`config.mk`:
```
export PLATFORM = sky130hd
export DESIGN_NAME = mpt_commit_stage
export DESIGN_NICKNAME = d
export VERILOG_FILES = /design/src/rtl/mpt_pkg.sv /design/src/rtl/fifo_v3.sv /design/src/rtl/mpt_commit_stage.sv
export SDC_FILE = /design/constraint.sdc
export NUM_CORES = 1
export LEC_CHECK = 0
export BUFFER_PORTS_ARGS = -buffer_cell sky130_fd_sc_hd__buf_2
export CORE_ASPECT_RATIO = 1.1
export CORE_UTILIZATION = 50
export CTS_CLUSTER_SIZE = 28
export DETAILED_ROUTE_END_ITERATION = 12
export PLACE_DENSITY_LB_ADDON = 0.1
export SLEW_MARGIN = 20
export SYNTH_ARGS = -nofsm -noshare
export SYNTH_HDL_FRONTEND = slang
export SYNTH_SLANG_ARGS = --single-unit
```
`constraint.sdc`:
```
create_clock -name clk_i -period 5.21 [get_ports clk_i]
set_input_delay 0.521 -clock clk_i [delete_from_list [all_inputs] [get_ports clk_i]]
set_output_delay 0.521 -clock clk_i [all_outputs]
set_load 0.01 [all_outputs]
```
`src/rtl/mpt_pkg.sv`:
```
// Shared types for the MPT walker pipeline: ROB ids, walker transactions,
// fault causes and the commit-stage response record.
package mpt_pkg;

   // One bit wider than the ROB index so the all-ones "invalid" id never aliases a live entry.
   localparam int unsigned ROB_ID_W = 6;
   localparam int unsigned SPA_W    = 34;

   typedef logic [ROB_ID_W-1:0] rob_id_size_t;

   localparam rob_id_size_t ROB_ID_INVALID = '1;

   typedef enum logic [1:0] {
      ACC_READ  = 2'd0,
      ACC_WRITE = 2'd1,
      ACC_EXEC  = 2'd2,
      ACC_RSVD  = 2'd3
   } mpt_access_e;

   typedef enum logic [1:0] {
      FAULT_NONE       = 2'd0,
      FAULT_ACCESS     = 2'd1,
      FAULT_FORMAT     = 2'd2,
      FAULT_INCOMPLETE = 2'd3
   } mpt_fault_e;

   typedef struct packed {
      rob_id_size_t      id;
      logic [SPA_W-1:0]  spa;
      mpt_access_e       access_type;
      logic              completed;
      logic              format_error;
      logic              access_error;
      logic              walking;
      logic              plb_hit;
   } mptw_transaction_t;

   typedef struct packed {
      rob_id_size_t      id;
      logic [SPA_W-1:0]  spa;
      mpt_access_e       access_type;
      logic              allow;
      mpt_fault_e        fault;
   } mpt_commit_resp_t;

   // Highest-priority cause wins; an invalid id is reported as an incomplete walk.
   function automatic mpt_fault_e mpt_classify(input mptw_transaction_t t);
      if (t.id == ROB_ID_INVALID || !t.completed) return FAULT_INCOMPLETE;
      if (t.format_error)                         return FAULT_FORMAT;
      if (t.access_error)                         return FAULT_ACCESS;
      return FAULT_NONE;
   endfunction

endpackage

```
`src/rtl/fifo_v3.sv`:
```
// Generic synchronous FIFO with optional fall-through; power-of-two DEPTH.
// full_o is derived from the registered count, so a pop frees space one cycle later.
module fifo_v3 #(
   parameter bit          FALL_THROUGH = 1'b0,
   parameter int unsigned DEPTH        = 4,
   parameter type         dtype        = logic
) (
   input  logic clk_i,
   input  logic rst_i,
   input  logic flush_i,
   output logic full_o,
   output logic empty_o,
   input  dtype data_i,
   input  logic push_i,
   output dtype data_o,
   input  logic pop_i
);

   localparam int unsigned PTR_W = (DEPTH > 1) ? $clog2(DEPTH) : 1;

   dtype             mem_q [DEPTH];
   logic [PTR_W-1:0] rd_ptr_q;
   logic [PTR_W-1:0] wr_ptr_q;
   logic [PTR_W:0]   count_q;
   logic             do_push;
   logic             do_pop;

   always_comb begin
      // NOTE: every signal driven here gets a default first, so no branch can leave one holding its old value (no latch).
      full_o  = (32'(count_q) == DEPTH);
      empty_o = (count_q == '0);
      data_o  = mem_q[rd_ptr_q];
      do_push = 1'b0;
      do_pop  = 1'b0;
      if (FALL_THROUGH && count_q == '0 && push_i) begin
         data_o  = data_i;
         empty_o = 1'b0;
         do_push = !pop_i;
      end else begin
         do_push = push_i && !full_o;
         do_pop  = pop_i && !empty_o;
      end
   end

   always_ff @(posedge clk_i) begin
      // NOTE: state updates use <= so every register here samples pre-edge values, independent of statement order.
      if (rst_i || flush_i) begin
         rd_ptr_q <= '0;
         wr_ptr_q <= '0;
         count_q  <= '0;
      end else begin
         if (do_push) wr_ptr_q <= wr_ptr_q + PTR_W'(1);
         if (do_pop)  rd_ptr_q <= rd_ptr_q + PTR_W'(1);
         case ({do_push, do_pop})
            2'b10:   count_q <= count_q + (PTR_W+1)'(1);
            2'b01:   count_q <= count_q - (PTR_W+1)'(1);
            default: count_q <= count_q;
         endcase
      end
   end

   // NOTE: storage is deliberately not reset; the pointers alone decide which entries are live.
   always_ff @(posedge clk_i) begin
      if (do_push) mem_q[wr_ptr_q] <= data_i;
   end

endmodule

```
`src/rtl/mpt_commit_stage.sv`:
```
// Commit stage of the MPT walker: in-order ID check, allow/deny classification,
// response queueing and PLB refill. Perf counters exist only with MPT_COMMIT_PERF_COUNTERS_EN.
module mpt_commit_stage
   import mpt_pkg::*;
#(
   parameter int unsigned PIPELINE_SLAVE_DATA_WIDTH = $bits(mptw_transaction_t),
   parameter int unsigned REORDER_BUFFER_DEPTH      = 32,
   parameter int unsigned RESP_QUEUE_DEPTH          = 4
) (
   input  logic                                  clk_i,
   input  logic                                  rst_i,
   input  logic                                  flush_i,
   input  logic                                  commit_stage_slave_valid,
   output logic                                  commit_stage_slave_ready,
   input  logic [PIPELINE_SLAVE_DATA_WIDTH-1:0]  commit_stage_slave_data,
   output logic                                  resp_valid,
   input  logic                                  resp_ready,
   output logic [$bits(mpt_commit_resp_t)-1:0]   resp_data,
   output logic                                  plb_refill_valid,
   input  logic                                  plb_refill_ready,
   output logic [$bits(mptw_transaction_t)-1:0]  plb_refill_data,
   output logic                                  seq_error_o,
   output logic [31:0]                           perf_committed_o,
   output logic [31:0]                           perf_denied_o,
   output logic [31:0]                           perf_refills_o
);

   mptw_transaction_t txn;
   mptw_transaction_t refill_q;
   mpt_commit_resp_t  resp_in;
   mpt_commit_resp_t  resp_out;
   mpt_fault_e        fault;
   rob_id_size_t      expected_id_q;
   rob_id_size_t      expected_id_next;
   logic [ROB_ID_W:0] id_inc;
   logic              id_valid;
   logic              transfer;
   logic              refill_load;
   logic              refill_drain;
   logic              refill_valid_q;
   logic              seq_error_q;
   logic              queue_full;
   logic              queue_empty;

   assign txn          = mptw_transaction_t'(commit_stage_slave_data);
   assign id_valid     = (txn.id != ROB_ID_INVALID);
   assign fault        = mpt_classify(txn);
   assign refill_drain = refill_valid_q && plb_refill_ready;

   // Accepting only when the refill slot is free (or draining now) keeps plb_refill_data stable.
   assign commit_stage_slave_ready = !rst_i && !flush_i && !queue_full &&
                                     (!refill_valid_q || plb_refill_ready);
   assign transfer    = commit_stage_slave_valid && commit_stage_slave_ready;
   assign refill_load = transfer && txn.walking && !txn.plb_hit && (fault == FAULT_NONE);

   assign resp_in = '{id:          txn.id,
                      spa:         txn.spa,
                      access_type: txn.access_type,
                      allow:       (fault == FAULT_NONE),
                      fault:       fault};

   fifo_v3 #(
      .FALL_THROUGH (1'b0),
      .DEPTH        (RESP_QUEUE_DEPTH),
      .dtype        (mpt_commit_resp_t)
   ) u_resp_queue (
      .clk_i   (clk_i),
      .rst_i   (rst_i),
      .flush_i (flush_i),
      .full_o  (queue_full),
      .empty_o (queue_empty),
      .data_i  (resp_in),
      .push_i  (transfer),
      .data_o  (resp_out),
      .pop_i   (resp_valid && resp_ready)
   );

   assign resp_valid = !queue_empty;
   assign resp_data  = resp_valid ? resp_out : '0;

   // Invalid ids are not ROB entries: they neither advance nor check the expected id.
   assign id_inc           = {1'b0, txn.id} + {{ROB_ID_W{1'b0}}, 1'b1};
   assign expected_id_next = (32'(id_inc) >= REORDER_BUFFER_DEPTH) ? '0 : id_inc[ROB_ID_W-1:0];

   always_ff @(posedge clk_i) begin
      if (rst_i) begin
         expected_id_q <= '0;
         seq_error_q   <= 1'b0;
      end else if (flush_i) begin
         expected_id_q <= '0;
      end else if (transfer && id_valid) begin
         if (txn.id != expected_id_q) seq_error_q <= 1'b1;
         expected_id_q <= expected_id_next;
      end
   end

   always_ff @(posedge clk_i) begin
      if (rst_i) begin
         refill_valid_q <= 1'b0;
         refill_q       <= '0;
      end else if (flush_i) begin
         refill_valid_q <= 1'b0;
      end else if (refill_load) begin
         refill_valid_q <= 1'b1;
         refill_q       <= txn;
      end else if (refill_drain) begin
         refill_valid_q <= 1'b0;
      end
   end

   assign plb_refill_valid = refill_valid_q;
   assign plb_refill_data  = refill_q;
   assign seq_error_o      = seq_error_q;

`ifdef MPT_COMMIT_PERF_COUNTERS_EN
   logic [31:0] committed_q;
   logic [31:0] denied_q;
   logic [31:0] refills_q;

   always_ff @(posedge clk_i) begin
      if (rst_i) begin
         committed_q <= '0;
         denied_q    <= '0;
         refills_q   <= '0;
      end else begin
         if (transfer && committed_q != '1)                denied_q    <= denied_q;
         if (transfer && committed_q != '1)                committed_q <= committed_q + 32'd1;
         if (transfer && !resp_in.allow && denied_q != '1) denied_q    <= denied_q + 32'd1;
         if (refill_drain && refills_q != '1)              refills_q   <= refills_q + 32'd1;
      end
   end

   assign perf_committed_o = committed_q;
   assign perf_denied_o    = denied_q;
   assign perf_refills_o   = refills_q;
`else
   assign perf_committed_o = '0;
   assign perf_denied_o    = '0;
   assign perf_refills_o   = '0;
`endif

endmodule

```
==> impl_metrics.tcl <==
set metrics [dict create \
    outcome "finished, final reports clean" \
    synth_edf_count 180 \
    ys_ff_latch 244 \
    hold_viol_final 0 \
    drcViolationCount 0 \
    ys.flop_type "edfxtp_1" \
    port_buffers 148 \
    min_from "commit_stage_slave_data[38]" \
    layout_common_cells "edfxtp_1 (180), buf_2 (148), conb_1 (96)" \
    start_util_pct 51.6 \
    nets 870 \
    reg2reg_depth 9 \
    start_kind "input port" \
    async_flop_share_pct 0 \
    powerDensity_mw_per_mm2 344 \
    rr_startpoint "u_resp_queue.count_q[2]" \
    crit_fanout 26 \
    dieArea_mm2 0.0214 \
    drv_cap 0 \
    coreArea_mm2 0.0201 \
    fin_crit_ns 3.41 \
    worstSetupPathType "input port to flop" \
    rsz0062_at_grt "false" \
    cp.required_ns 5.60 \
    power_frac_clock_pct 43.8 \
    io_pins 245 \
    period_share_pct 65.5 \
    netlist_top_cells_area "edfxtp_1 (52%), dfxtp_1 (12%), mux4_2 (9.8%)" \
    top_layer "met5" \
    diodes 0 \
    detailed_place_hpwl_mm 13.0 \
    row_count 54 \
    clock_skew_ns 0.0120 \
    cts_htree_levels 1 \
    min_path_cells 1 \
    grt_start_max_net_pins 51 \
    cts_made_buffers 24 \
    grt_pass1_wl_mm 31.9 \
    netlist_area_mm2 0.0104 \
    setup_viol_count_final 0 \
    min_path_type "input port to flop" \
    leakage_nw 4.50 \
    drt_iter0_drc 350 \
    ant_nets 0 \
    pwr-share-seq_pct 52.0 \
    finalSetupTns_ns 0 \
    end_kind "flop" \
    viasPerCell 5.29 \
    fmax_mhz 293 \
    synth.avg_cell_area_um2 15.5 \
    yosysSeqAreaShare_pct 64.3 \
    netlist.area_leader.share_pct 52.0 \
    gp_congestion 0.749 \
    p_comb_share_pct 4.2 \
    slew_viol_final 0 \
    netlist_instances 669 \
    slew_headroom_pct 29.7 \
    p_sw_uw 824 \
    tritoncts "done" \
    grt_antenna_before_repair 1 \
    hold_end "u_resp_queue.mem_q[2][36]" \
    clock-root-buffer "clkbuf_16" \
    dr_total_vias 5710 \
    dr.pass1.iters 4 \
    reg2reg_to "u_resp_queue.count_q[2]" \
    hold_buffers 0 \
    wl_met3_mm 1.24 \
    post_cts_buffers 0 \
    holdWs_ns 0.239 \
    cts_max_path_buffers 3 \
    worst_skew_pair.late_latency_ns 0.51 \
    finalWirelength_mm 21.1 \
    reg2reg_slack_ns 2.39 \
    grt_pass1_vias 5706 \
    power_mw 4.05 \
    grt.total_usage_pct 19.6 \
    layout_commonest_cell "edfxtp_1" \
    ys_warn_count 0 \
    worst_pin_slew_ns 1.05 \
    drive_gt1_share_pct 32.7 \
    grt-ovfl-total 0 \
    die_h_um 153 \
    wl_met2_mm 10.6 \
    swShare_pct 20.3 \
    yosysUniqueCellTypes 43 \
    wl_per_cell_um 19.6 \
    synth_top_area_cell "edfxtp_1" \
    die_width_um 139 \
    wl_met1_mm 8.77 \
    peakVddDrop_mv 0.247 \
    path_clk_slew_ns 0.07 \
    cts.sinks 244 \
    post_cts_resized 0 \
    crit_arrival_ns 3.80 \
    area_growth_pct 13.1 \
    p_int_mw 3.22 \
]
==> layer usage <==
layer	GRT usage, %	up-vias
met3	3.13	35
li1	-	2577
met2	33.8	235
met1	25.2	2861
met5	0	-
met4	6.46	2
==> worst max path at each step <==
stage	endpoint	start	slack, ns
floorplan	u_resp_queue.mem_q[0][0]	flush_i	2.37
global placement	plb_refill_data[20]	commit_stage_slave_data[41]	1.54
detailed placement	plb_refill_data[20]	commit_stage_slave_data[41]	1.35
CTS	plb_refill_data[19]	commit_stage_slave_data[41]	1.87
global route	plb_refill_data[19]	commit_stage_slave_data[41]	1.66
finish	plb_refill_data[19]	commit_stage_slave_data[41]	1.80
==> worst max-delay path, stage by stage <==
cell and delay (ns):
buf_2 0.20, ha_1 0.26, nand3_1 0.16, o2111ai_2 0.88, inv_1 0.67, nand3_4 0.68
mux2_2 0.40
==> registers in the layout, indices dropped and copies added (netlist names), named ones only <==
| signal | count |
|---|---|
| u_resp_queue.count_q | 3 |
| plb_refill_data | 47 |
| u_resp_queue.wr_ptr_q | 2 |
| expected_id_q | 6 |
| u_resp_queue.rd_ptr_q | 2 |
| plb_refill_valid | 1 |
| seq_error_o | 1 |
| u_resp_queue.mem_q | 180 |
==> power groups by stage <==
stage,Clock (mW),Combinational (mW),Sequential (mW)
finish,1.77,0.169,2.11
global placement,0,0.163,2.15
global route,1.87,0.184,2.11
floorplan,0,0.155,2.15
CTS,1.81,0.168,2.11
detailed placement,0,0.167,2.15
==> metrics by stage <==
| stage | instance area, um^2 | util (%) | worst slack, ns | std cells |
|---|---|---|---|---|
| after floorplan | 10700 | - | 2.37 | 764 |
| after global placement | 10900 | 54.3 | 1.54 | 1036 |
| after detailed placement | 10900 | 54.3 | 1.35 | 1036 |
| after CTS | 11800 | 58.4 | 1.87 | 1080 |
| after global routing | 11800 | 58.4 | 1.66 | 1080 |
| final | 11800 | 58.4 | 1.80 | 1080 |
==> cell usage after synthesis (3+ instances only) <==
| library cell | instances |
|---|---|
| nand3_1 | 6 |
| o31ai_1 | 19 |
| inv_1 | 11 |
| ha_1 | 6 |
| buf_2 | 10 |
| mux2_4 | 17 |
| nor3b_1 | 3 |
| nor3_1 | 4 |
| clkbuf_1 | 20 |
| and3_1 | 3 |
| a21oi_1 | 26 |
| xnor2_1 | 7 |
| mux2_2 | 6 |
| dfxtp_1 | 64 |
| nor2_1 | 8 |
| xor2_1 | 7 |
| edfxtp_1 | 180 |
| and2_1 | 51 |
| buf_1 | 3 |
| buf_4 | 97 |
| nor2b_1 | 24 |
| nand2_1 | 6 |
| mux4_2 | 45 |
| nand4_1 | 20 |
| buf_6 | 3 |
==> cell type report <==
cell class	instances	area (um^2)
fill	1591	8380
sequential	244	6690
multi-input combinational	373	3090
timing repair buffer	155	793
clock buffer	31	648
tap	252	315
clock inverter	13	168
inverter	12	46.3
==> cells by family (layout without fill, tap and decap cells) <==
family          Yosys count  in the layout  share of synthesized area [%]
buf+inv                 147            211                           9.48
xor+xnor                 14             14                           1.18
fa+ha+maj                 7              7                          0.915
flops                   244            244                           64.3
compound gates           54             54                           3.34
simple gates            133            133                           7.77
other cells               1             96                         0.0361
mux                      69             69                           13.0
Power figures use the tool's default switching activity.
